File: src/rtl/fifo_pkg.sv
// Shared FIFO definitions: default sizes, pointer/level types, skid depth.
// No ports; imported by wr_ingress and gray2bin.
package fifo_pkg;

  localparam int unsigned ADDR_SIZE_DEF = 4;
  localparam int unsigned DATA_SIZE_DEF = 8;
  localparam int unsigned SKID_DEPTH    = 2;
  localparam int unsigned PTR_W         = ADDR_SIZE_DEF + 1;

  // Gray/binary pointer and occupancy types at the default address width.
  typedef logic [PTR_W-1:0] ptr_t;
  typedef logic [PTR_W-1:0] level_t;

endpackage

File: src/rtl/wr_ingress_gray2bin.sv
// gray2bin: combinational Gray-to-binary converter, width W.
// Ports:
//   gray  [W-1:0]  Gray-coded input
//   bin_c [W-1:0]  binary result (combinational)
module gray2bin
  import fifo_pkg::*;
#(
  parameter int unsigned W = PTR_W
) (
  input  logic [W-1:0] gray,
  output logic [W-1:0] bin_c
);

  // Each binary bit is the XOR of all Gray bits at or above it.
  always_comb begin
    bin_c = '0;
    for (int unsigned i = 0; i < W; i++) begin
      bin_c[i] = ^(gray >> i);
    end
  end

endmodule

File: src/rtl/wr_ingress.sv
// wr_ingress: write-side ingress of an async FIFO. A 2-entry in-order skid
// buffer decouples the upstream valid/ready handshake from the write-full
// stage; optionally reports the write-side occupancy.
// Optional feature macro: WR_INGRESS_LEVEL_EN (level / almost-full outputs).
// Ports:
//   wr_clk, wr_rst_n   clock, async active-low reset
//   in_valid, in_data  upstream word; in_ready (registered) accepts it
//   wr_full            registered full flag from the write-full stage
//   wr_ptr, wr_q2_rptr Gray write pointer and synchronised Gray read pointer
//   wr_inc, wr_data    write strobe and word to memory (combinational)
//   wr_level           registered occupancy (0 when feature disabled)
//   wr_almost_full     registered wr_level >= AF_THRESH (0 when disabled)
module wr_ingress
  import fifo_pkg::*;
#(
  parameter int unsigned ADDR_SIZE = ADDR_SIZE_DEF,
  parameter int unsigned DATA_SIZE = DATA_SIZE_DEF,
  parameter int unsigned AF_THRESH = 12
) (
  input  logic                 wr_clk,
  input  logic                 wr_rst_n,
  input  logic                 in_valid,
  output logic                 in_ready,
  input  logic [DATA_SIZE-1:0] in_data,
  input  logic                 wr_full,
  input  logic [ADDR_SIZE:0]   wr_ptr,
  input  logic [ADDR_SIZE:0]   wr_q2_rptr,
  output logic                 wr_inc,
  output logic [DATA_SIZE-1:0] wr_data,
  output logic [ADDR_SIZE:0]   wr_level,
  output logic                 wr_almost_full
);

  localparam int unsigned PW      = ADDR_SIZE + 1;
  localparam int unsigned SKID_AW = $clog2(SKID_DEPTH);
  localparam int unsigned CNT_W   = $clog2(SKID_DEPTH + 1);

  logic [DATA_SIZE-1:0] skid_mem [SKID_DEPTH];
  logic [SKID_AW-1:0]   head;
  logic [SKID_AW-1:0]   tail;
  logic [CNT_W-1:0]     cnt;
  logic [CNT_W-1:0]     cnt_next;
  logic                 acc;

  // Handshake and drain: the head word leaves whenever the FIFO is not full.
  assign acc     = in_valid & in_ready;
  assign wr_inc  = (cnt != '0) & ~wr_full;
  assign wr_data = skid_mem[head];

  always_comb begin
    cnt_next = cnt + CNT_W'(acc) - CNT_W'(wr_inc);
  end

  // Skid storage; payload needs no reset, cnt qualifies it.
  always_ff @(posedge wr_clk) begin
    if (acc) begin
      skid_mem[tail] <= in_data;
    end
  end

  // Occupancy, ring pointers and registered ready.
  always_ff @(posedge wr_clk or negedge wr_rst_n) begin
    if (!wr_rst_n) begin
      cnt      <= '0;
      head     <= '0;
      tail     <= '0;
      in_ready <= 1'b0;
    end else begin
      cnt      <= cnt_next;
      in_ready <= (cnt_next < CNT_W'(SKID_DEPTH));
      if (acc) begin
        tail <= (tail == SKID_AW'(SKID_DEPTH - 1)) ? '0 : tail + SKID_AW'(1);
      end
      if (wr_inc) begin
        head <= (head == SKID_AW'(SKID_DEPTH - 1)) ? '0 : head + SKID_AW'(1);
      end
    end
  end

`ifdef WR_INGRESS_LEVEL_EN
  logic [PW-1:0] ptr_bin;
  logic [PW-1:0] rptr_bin;
  logic [PW-1:0] level_next;

  gray2bin #(.W(PW)) u_g2b_wptr (
    .gray  (wr_ptr),
    .bin_c (ptr_bin)
  );

  gray2bin #(.W(PW)) u_g2b_rptr (
    .gray  (wr_q2_rptr),
    .bin_c (rptr_bin)
  );

  // Modular subtraction handles pointer wrap past the MSB.
  always_comb begin
    level_next = ptr_bin - rptr_bin;
  end

  // Level and almost-full share level_next so they stay cycle-aligned.
  always_ff @(posedge wr_clk or negedge wr_rst_n) begin
    if (!wr_rst_n) begin
      wr_level       <= '0;
      wr_almost_full <= 1'b0;
    end else begin
      wr_level       <= level_next;
      wr_almost_full <= (level_next >= PW'(AF_THRESH));
    end
  end
`else
  logic unused_level_in;

  assign unused_level_in = ^{wr_ptr, wr_q2_rptr};
  assign wr_level        = '0;
  assign wr_almost_full  = 1'b0;
`endif

endmodule

File: config.mk
export PLATFORM = sky130hd
export DESIGN_NAME = wr_ingress
export DESIGN_NICKNAME = d
export VERILOG_FILES = /design/src/rtl/fifo_pkg.sv /design/src/rtl/wr_ingress_gray2bin.sv /design/src/rtl/wr_ingress.sv
export SDC_FILE = /design/constraint.sdc
export NUM_CORES = 1
export LEC_CHECK = 0
export ABC_AREA = 0
export CAP_MARGIN = 30
export CELL_PAD_IN_SITES_DETAIL_PLACEMENT = 2
export CELL_PAD_IN_SITES_GLOBAL_PLACEMENT = 2
export CORE_ASPECT_RATIO = 0.8
export CORE_MARGIN = 5
export CORE_UTILIZATION = 28
export DETAILED_ROUTE_END_ITERATION = 12
export GPL_TIMING_DRIVEN = 0
export PLACE_DENSITY = 0.91
export SLEW_MARGIN = 20
export SYNTH_ARGS = -nofsm -noshare
export SYNTH_HDL_FRONTEND = slang
export SYNTH_SLANG_ARGS = --single-unit
export TNS_END_PERCENT = 1
File: constraint.sdc
create_clock -name wr_clk -period 3.2 [get_ports wr_clk]
set_input_delay 0.64 -clock wr_clk [delete_from_list [all_inputs] [get_ports wr_clk]]
set_output_delay 0.64 -clock wr_clk [all_outputs]
set_load 0.02 [all_outputs]
==> Yosys cells after proc, flatten, opt, wreduce, memory -nomap -nowiden <==
Memories as Yosys holds them, arrays and structs flattened.
Cells that the tools add are included.
{ "op_classes": {"magnitude_cmp": 1, "n_reduce_logical": 1, "add_sub_neg": 4, "bitwise_logic": 3, "muxes": 4} }
{ "op_table": {"columns": ["operator", "count"], "rows": [
  ["2-to-1 mux 1 bit", 4],
  ["adder 1 bit (second input constant)", 2],
  ["adder 2 x 1 -> 2 bit", 1],
  ["bitwise AND 1 bit", 2],
  ["less-than comparator 2 bit (second input constant)", 1],
  ["nonzero test 2 bit", 1],
  ["subtractor 2 x 1 -> 2 bit", 1],
  ["inverter 1 bit", 1]
]} }
{ "totals": {"input_bits": 22, "ram_bits": 16, "output_inout_bits": 16, "mem_count": 1, "reg_bits": 5} }
{ "mem_list": {"columns": ["name", "depth", "width", "read_ports", "rd_ports_with_merged_regs", "wr", "line_no", "text"], "rows": [
  ["skid_mem", 2, 8, 1, 0, 1, "wr_ingress.sv:38", "logic [DATA_SIZE-1:0] skid_mem [SKID_DEPTH];"]
]} }

==> Depth between registers and ports, before layout <==
Gate-level depths: netlist of run 1.
{ "logic_depth": {"word_depth": 4, "depth_mapped": 6, "ltp_nobuf": 6} }

==> Least setup slack after synthesis of run 1 <==
Ideal clock, no wire load.
{ "synth_timing": {"path_kind": "input -> output", "startpoint": "in wr_full", "endpoint": "out wr_inc", "n_path_buf": 0, "stages": 2, "t_arrival_ns": 1.053, "required_ns": 2.560, "slack_ns": 1.507, "path_cell_list": "or2_1 inv_1"} }
{ "synth_between": {"elab_chain_len": 2} }
{ "synth_lines": {"columns": ["element", "line_no", "text"], "rows": [
  ["start: declaration", "wr_ingress.sv:25", "input logic wr_full,"],
  ["inverter 1 bit", "wr_ingress.sv:47", "assign wr_inc = (cnt != '0) & ~wr_full;"],
  ["bitwise AND 1 bit", "wr_ingress.sv:47", null],
  ["end: declaration", "wr_ingress.sv:28", "output logic wr_inc,"]
]} }
No other way between the ends.

==> Final worst setup path of run 1 <==
Same ends and word-level chain as after synthesis.

==> impl_results.md, run 1 <==
- Hold Crit Depth: 1
- Std cell rows: 18
- Total Routed Length: 1650 um
- Critical path's most frequent cell: clkdlybuf4s50_1
- WP buf/inv: 3
- Cell area power density: 835 nW/um^2
- Post-synth cell types: 17
- 1st-pass router iterations: 2
- Layout cells sized above 1: 25.6%
- Yosys top cell area share: 55.7%
- Clock period minus worst slack: 2690 ps
- Type of element launching the critical path: input port
- Clk slew on worst S/H paths: 70 ps
- Final ANT Viol Nets: 0
- Grt ovf: 0
- Pin count of the biggest net entering global routing: 12
- Initial antenna violation count: 0
- Hold_buf cts: 0
- Filler Cell Count: 315
- Root Buffer: clkbuf_8
- Tot GR Track Use: 8.54%
- Die ar.: 4300 sq um
- Postcts setup bufs: 0
- Max Fanout on Critical Path: 2
- Sequential area share after synthesis: 70.1%
- Clock buffer depth: 2
- Mapped Cells: 52
- PostCTS Resize Cnt: 0
- Final setup TNS: 0 ps
- Worst r2r dst: skid_mem[0][5]$_DFFE_PP_
- Setup Skew: 1.94 ps
- R2r worst-path depth: 2
- Starting density of the core: 28.6%
- Tcrit/Tclk final: 84.1%
- # diodes: 0
- Worst-skew pair later-pin latency: 250 ps
- Number of synthesis warnings: 0
- Syn avg cell area: 16.6 sq um
- Top post-synthesis cells by area: edfxtp_1 56%, dfrtp_1 14%, mux2_2 10%
- RSZ-0062 raised after global routing: false
- Critical Path AT: 2050 ps
- GP Congestion: 0.718
- Io pins: 38
- DR DRC count: 0
- P_leak: 0.000449 uW
- Routed vias: 488
- Biggest area consumer among synthesized cells: edfxtp_1
- CP top delay family: buffers and inverters
- Vias per cell: 4.00
- Clk sinks: 21
- Port bufs: 21
- Initial DRC Count: 31
- Worst-margin pin slew: 681 ps
- DPL Wire Length: 1350 um
- Worst min path class: flop to flop
- Status: finished clean
- Worst vdd rail ir drop: 233 uV
- Worst R2R Start: in_ready$_DFF_PN0_
- Routed len/inst: 13.5 um
- Critical Path, Cell by Cell: clkdlybuf4s50_1 > or2_1 > inv_1 > clkdlybuf4s50_1
- Syn-to-layout area delta: 37.5%
- Count of final setup violators: 0
- CTS tree: built
- Flop2flop setup slack: 1720 ps
- Nets: 106
- Power consumption: 991 uW
- Critical path's slowest cell: clkdlybuf4s50_1
- Fin worst setup slack: 510 ps
- Fmax: 0.372 GHz
- Global-route wire length before repair: 2720 um
- Placed Area: 1140 sq um
- Worst path max stage delay: 610 ps
- Vias in the first global route: 576
- H-tree depth: 1
- Area of the core: 3020 sq um
- Relative slew margins: 54.4%
- Mapped cell area: 863 sq um
- Fin. max-slew vios: 0
- Max Cap Viol: 0
- Pre-CTS setup slack: 513 ps
- Required @ worst endpoint: 2560 ps
- Count of state elements after synthesis: 21
- Die Wd: 72.1 um
- WHS Endpoint: tail$_DFFE_PN0P_
- CP Capture Type: output pin
- Final hold vios: 0
- Fin util: 39.3%
- HP Start: tail$_DFFE_PN0P_
- CP Class: input port to output pin
- DIE HEIGHT: 59.7 um
- Inserted Clock Buffers: 3
- Post-route cell area: 1190 sq um
[area by class of cell]
| cell class | count | area, sq um | area share (%) |
|---|---|---|---|
| buffer | 7 | 50.0 | 4.21 |
| clock buffer | 4 | 45.0 | 3.79 |
| inverter | 1 | 3.75 | 0.316 |
| multi-input combinational | 28 | 223 | 18.8 |
| sequential | 21 | 606 | 51.0 |
| tap | 40 | 50.0 | 4.21 |
| timing repair buffer | 21 | 210 | 17.7 |
[cell usage in the layout, fill, tap and decap left out, drive strengths merged]
cell / synthesis / final
conb: 1 / 6
nor2: 2 / 2
xnor2: 4 / 4
inv: 1 / 1
xor2: 1 / 1
or2: 1 / 1
dfrtp: 5 / 5
mux2i: 1 / 1
nand2: 1 / 1
clkdlybuf4s50: 0 / 21
clkbuf: 0 / 4
nor2b: 1 / 1
buf: 7 / 7
edfxtp: 16 / 16
ha: 1 / 1
and3: 1 / 1
a21oi: 1 / 1
mux2: 8 / 8
[synthesized netlist by cell type, drive strengths merged]
master   n
edfxtp  16
mux2     8
buf      7
dfrtp    5
xnor2    4
nor2     2
a21oi    1
and3     1
conb     1
ha       1
inv      1
mux2i    1
nand2    1
nor2b    1
or2      1
xor2     1
[power breakdown]
group / switching [uW] / internal, uW
Sequential: 35.6 / 376
Clock: 77.9 / 88.3
Combinational: 205 / 209
[routing by layer]
metal	track usage, %	up-vias	part of all wire (%)
met2	16.3	14	55
met5	0	-	0
li1	-	229	-
met3	2.52	2	6.3
met1	9.43	243	38
met4	1.61	0	0.36
[worst register-to-register path, delay by kind of cell (launching register included)]
kind          cells  cell delay, ps
simple gates      2             700
flops             1             420
[metrics by stage]
step,instances,hold WS (ps)
3_3_place_gp,118,476
5_1_grt,122,532
3_5_place_dp,118,500
2_1_floorplan,57,344
6_report,122,503
4_1_cts,122,511
[flip-flops by register name (all words and copies together) (netlist names)]
register / count
tail: 1
head: 1
cnt: 2
in_ready: 1
skid_mem: 16
[worst max-delay path by stage]
stage,from,end,slack [ps],cells past startpoint
2_1_floorplan,wr_full,wr_inc,1510,2
3_3_place_gp,wr_full,wr_inc,530,4
3_5_place_dp,wr_full,wr_inc,510,4
4_1_cts,wr_full,wr_inc,500,4
5_1_grt,wr_full,wr_inc,460,4
6_report,wr_full,wr_inc,510,4
[logic make-up after synthesis]
family | share of synthesized area (%)
multiplexers | 12.0
flip-flops | 70.1
AND/OR/NAND/NOR | 3.62
adder cells (fa/ha/maj) | 1.45
AO/OA/AOI/OAI | 1.01
XOR/XNOR | 5.07
other | 0.434
buffers and inverters | 6.23
Power figures use the tool's default switching activity.
==> run 2: changes to the inputs <==
--- a/config.mk
+++ b/config.mk
@@ -11,10 +11,10 @@
 export CELL_PAD_IN_SITES_GLOBAL_PLACEMENT = 2
 export CORE_ASPECT_RATIO = 0.8
 export CORE_MARGIN = 5
-export CORE_UTILIZATION = 28
+export CORE_UTILIZATION = 24
 export DETAILED_ROUTE_END_ITERATION = 12
 export GPL_TIMING_DRIVEN = 0
-export PLACE_DENSITY = 0.91
+export PLACE_DENSITY = 0.84
 export SLEW_MARGIN = 20
 export SYNTH_ARGS = -nofsm -noshare
 export SYNTH_HDL_FRONTEND = slang
==> constraint.sdc (replaced) <==
create_clock -name wr_clk -period 2.35 [get_ports wr_clk]
set_input_delay 0.47 -clock wr_clk [delete_from_list [all_inputs] [get_ports wr_clk]]
set_output_delay 0.47 -clock wr_clk [all_outputs]
set_load 0.02 [all_outputs]
==> impl_results.md, run 2 (synthesized netlist as in run 1, its figures left out) <==
- Max Fanout on Critical Path: 9
- CTS tree: built
- Std cell rows: 19
- Worst-margin pin slew: 712 ps
- Clk sinks: 21
- Nets: 106
- Cell area power density: 1140 nW/um^2
- Status: finished clean
- # diodes: 0
- Global-route wire length before repair: 3010 um
- Total Routed Length: 1780 um
- Most frequent cells in the layout: 20 x clkdlybuf4s50_1, 16 x edfxtp_1, 8 x mux2_2
- Fin. max-slew vios: 0
- Initial DRC Count: 51
- DPL Wire Length: 1430 um
- Relative slew margins: 52.3%
- H-tree depth: 1
- Max Cap Viol: 0
- Fmax: 0.456 GHz
- Layout cells sized above 1: 26.8%
- Worst path max stage delay: 550 ps
- GP Congestion: 0.740
- Fin cells: 124
- Io pins: 38
- CP Class: flop to output pin
- Critical Path, Cell by Cell: buf_2 > mux2_2 > clkdlybuf4s50_1
- Syn-to-layout area delta: 37.8%
- Top Registers: skid_mem: 16 flops, cnt: 2 flops
- Worst vdd rail ir drop: 388 uV
- Die ar.: 4900 sq um
- Clock period minus worst slack: 2190 ps
- 1st-pass router iterations: 4
- Clk slew on worst S/H paths: 70 ps
- WP buf/inv: 2
- Critical path's slowest cell: clkdlybuf4s50_1
- Clock buffer depth: 2
- Inserted Clock Buffers: 3
- Area of the core: 3450 sq um
- Grt ovf: 0
- Vias per cell: 3.94
- Routed vias: 489
- Critical Path AT: 1720 ps
- Postcts setup bufs: 0
- Root Buffer: clkbuf_8
- Largest register FFs: 16
- Tcrit/Tclk final: 93.3%
- Initial antenna violation count: 0
- DR DRC count: 0
- Vias in the first global route: 604
- Worst r2r dst: skid_mem[0][5]$_DFFE_PP_
- R2r worst-path depth: 2
- Type of element launching the critical path: flop
- Worst min path class: input port to asynchronous set/reset pin
- Worst R2R Start: in_ready$_DFF_PN0_
- Biggest register: skid_mem
- Setup Skew: 3.79 ps
- CP top delay family: buffers and inverters
- Count of final setup violators: 0
- Placed cell count: 120
- CP Capture Type: output pin
- Final setup TNS: 0 ps
- Start point of the critical path: head$_DFFE_PN0P_
- Required @ worst endpoint: 1880 ps
- Routed len/inst: 14.3 um
- Final hold vios: 0
- P_leak: 0.000454 uW
- Port bufs: 21
- Worst-skew pair later-pin latency: 260 ps
- Most common cell after layout, fill and taps aside: clkdlybuf4s50_1
- Die Wd: 77.1 um
- RSZ-0062 raised after global routing: false
- Flop2flop setup slack: 820 ps
- DIE HEIGHT: 63.6 um
- Pin count of the biggest net entering global routing: 13
- Tot GR Track Use: 7.90%
- Final ANT Viol Nets: 0
- Starting density of the core: 25.0%
## run 2: changes by cell type in the layout (fill, tap and decap cells not counted), sizes merged
cell	before	now
clkbuf	4	3
clkdlybuf4s50	21	20
clkinv	0	1
dlygate4sd2	0	1
## run 2: per-layer routing
metal  wire [um]  GRT usage [%]  up-vias  share of wire (%)
li1            -              -      228                  -
met1         739           8.60      243                 42
met2         886           13.3       18                 50
met3         150           4.42        0                8.5
met4           0           1.93        0                  0
met5           0              0        -                  0
## run 2: final cells by class
class | instances | area [sq um]
buffer | 7 | 50.0
clock buffer | 3 | 41.3
clock inverter | 1 | 5.00
fill | 348 | 2260
inverter | 1 | 3.75
multi-input combinational | 28 | 223
sequential | 21 | 606
tap | 42 | 52.6
timing repair buffer | 21 | 209
## run 2: worst max-delay path by stage
stage	end	depth (start not counted)
after floorplan	in_ready$_DFF_PN0_	5
after global placement	wr_inc	4
after detailed placement	wr_inc	4
after CTS	wr_data[6]	3
after global routing	wr_data[3]	3
final	wr_data[3]	3
## run 2: stage by stage
| step | hold slack (ps) | setup WS, ps | power [uW] | utilization (%) | area, sq um |
|---|---|---|---|---|---|
| 3_3_place_gp | 477 | -4.88 | 1110 | 33.2 | 1140 |
| 6_report | 428 | 158 | 1350 | 34.5 | 1190 |
| 4_1_cts | 434 | 117 | 1380 | 34.5 | 1190 |
| 2_1_floorplan | 174 | 865 | 910 | - | 882 |
| 5_1_grt | 429 | 71.0 | 1440 | 34.5 | 1190 |
| 3_5_place_dp | 519 | -37.9 | 1150 | 33.2 | 1140 |
## run 2: where the power goes
| part | switching (uW) | internal (uW) |
|---|---|---|
| Sequential | 47.9 | 511 |
| Clock | 118 | 118 |
| Combinational | 278 | 280 |
## run 2: repair_timing
item | CTS | global route
hold buffers | 0 | 0
resized for setup | 1 | 0
endpoints found under the setup margin | 1 | 0
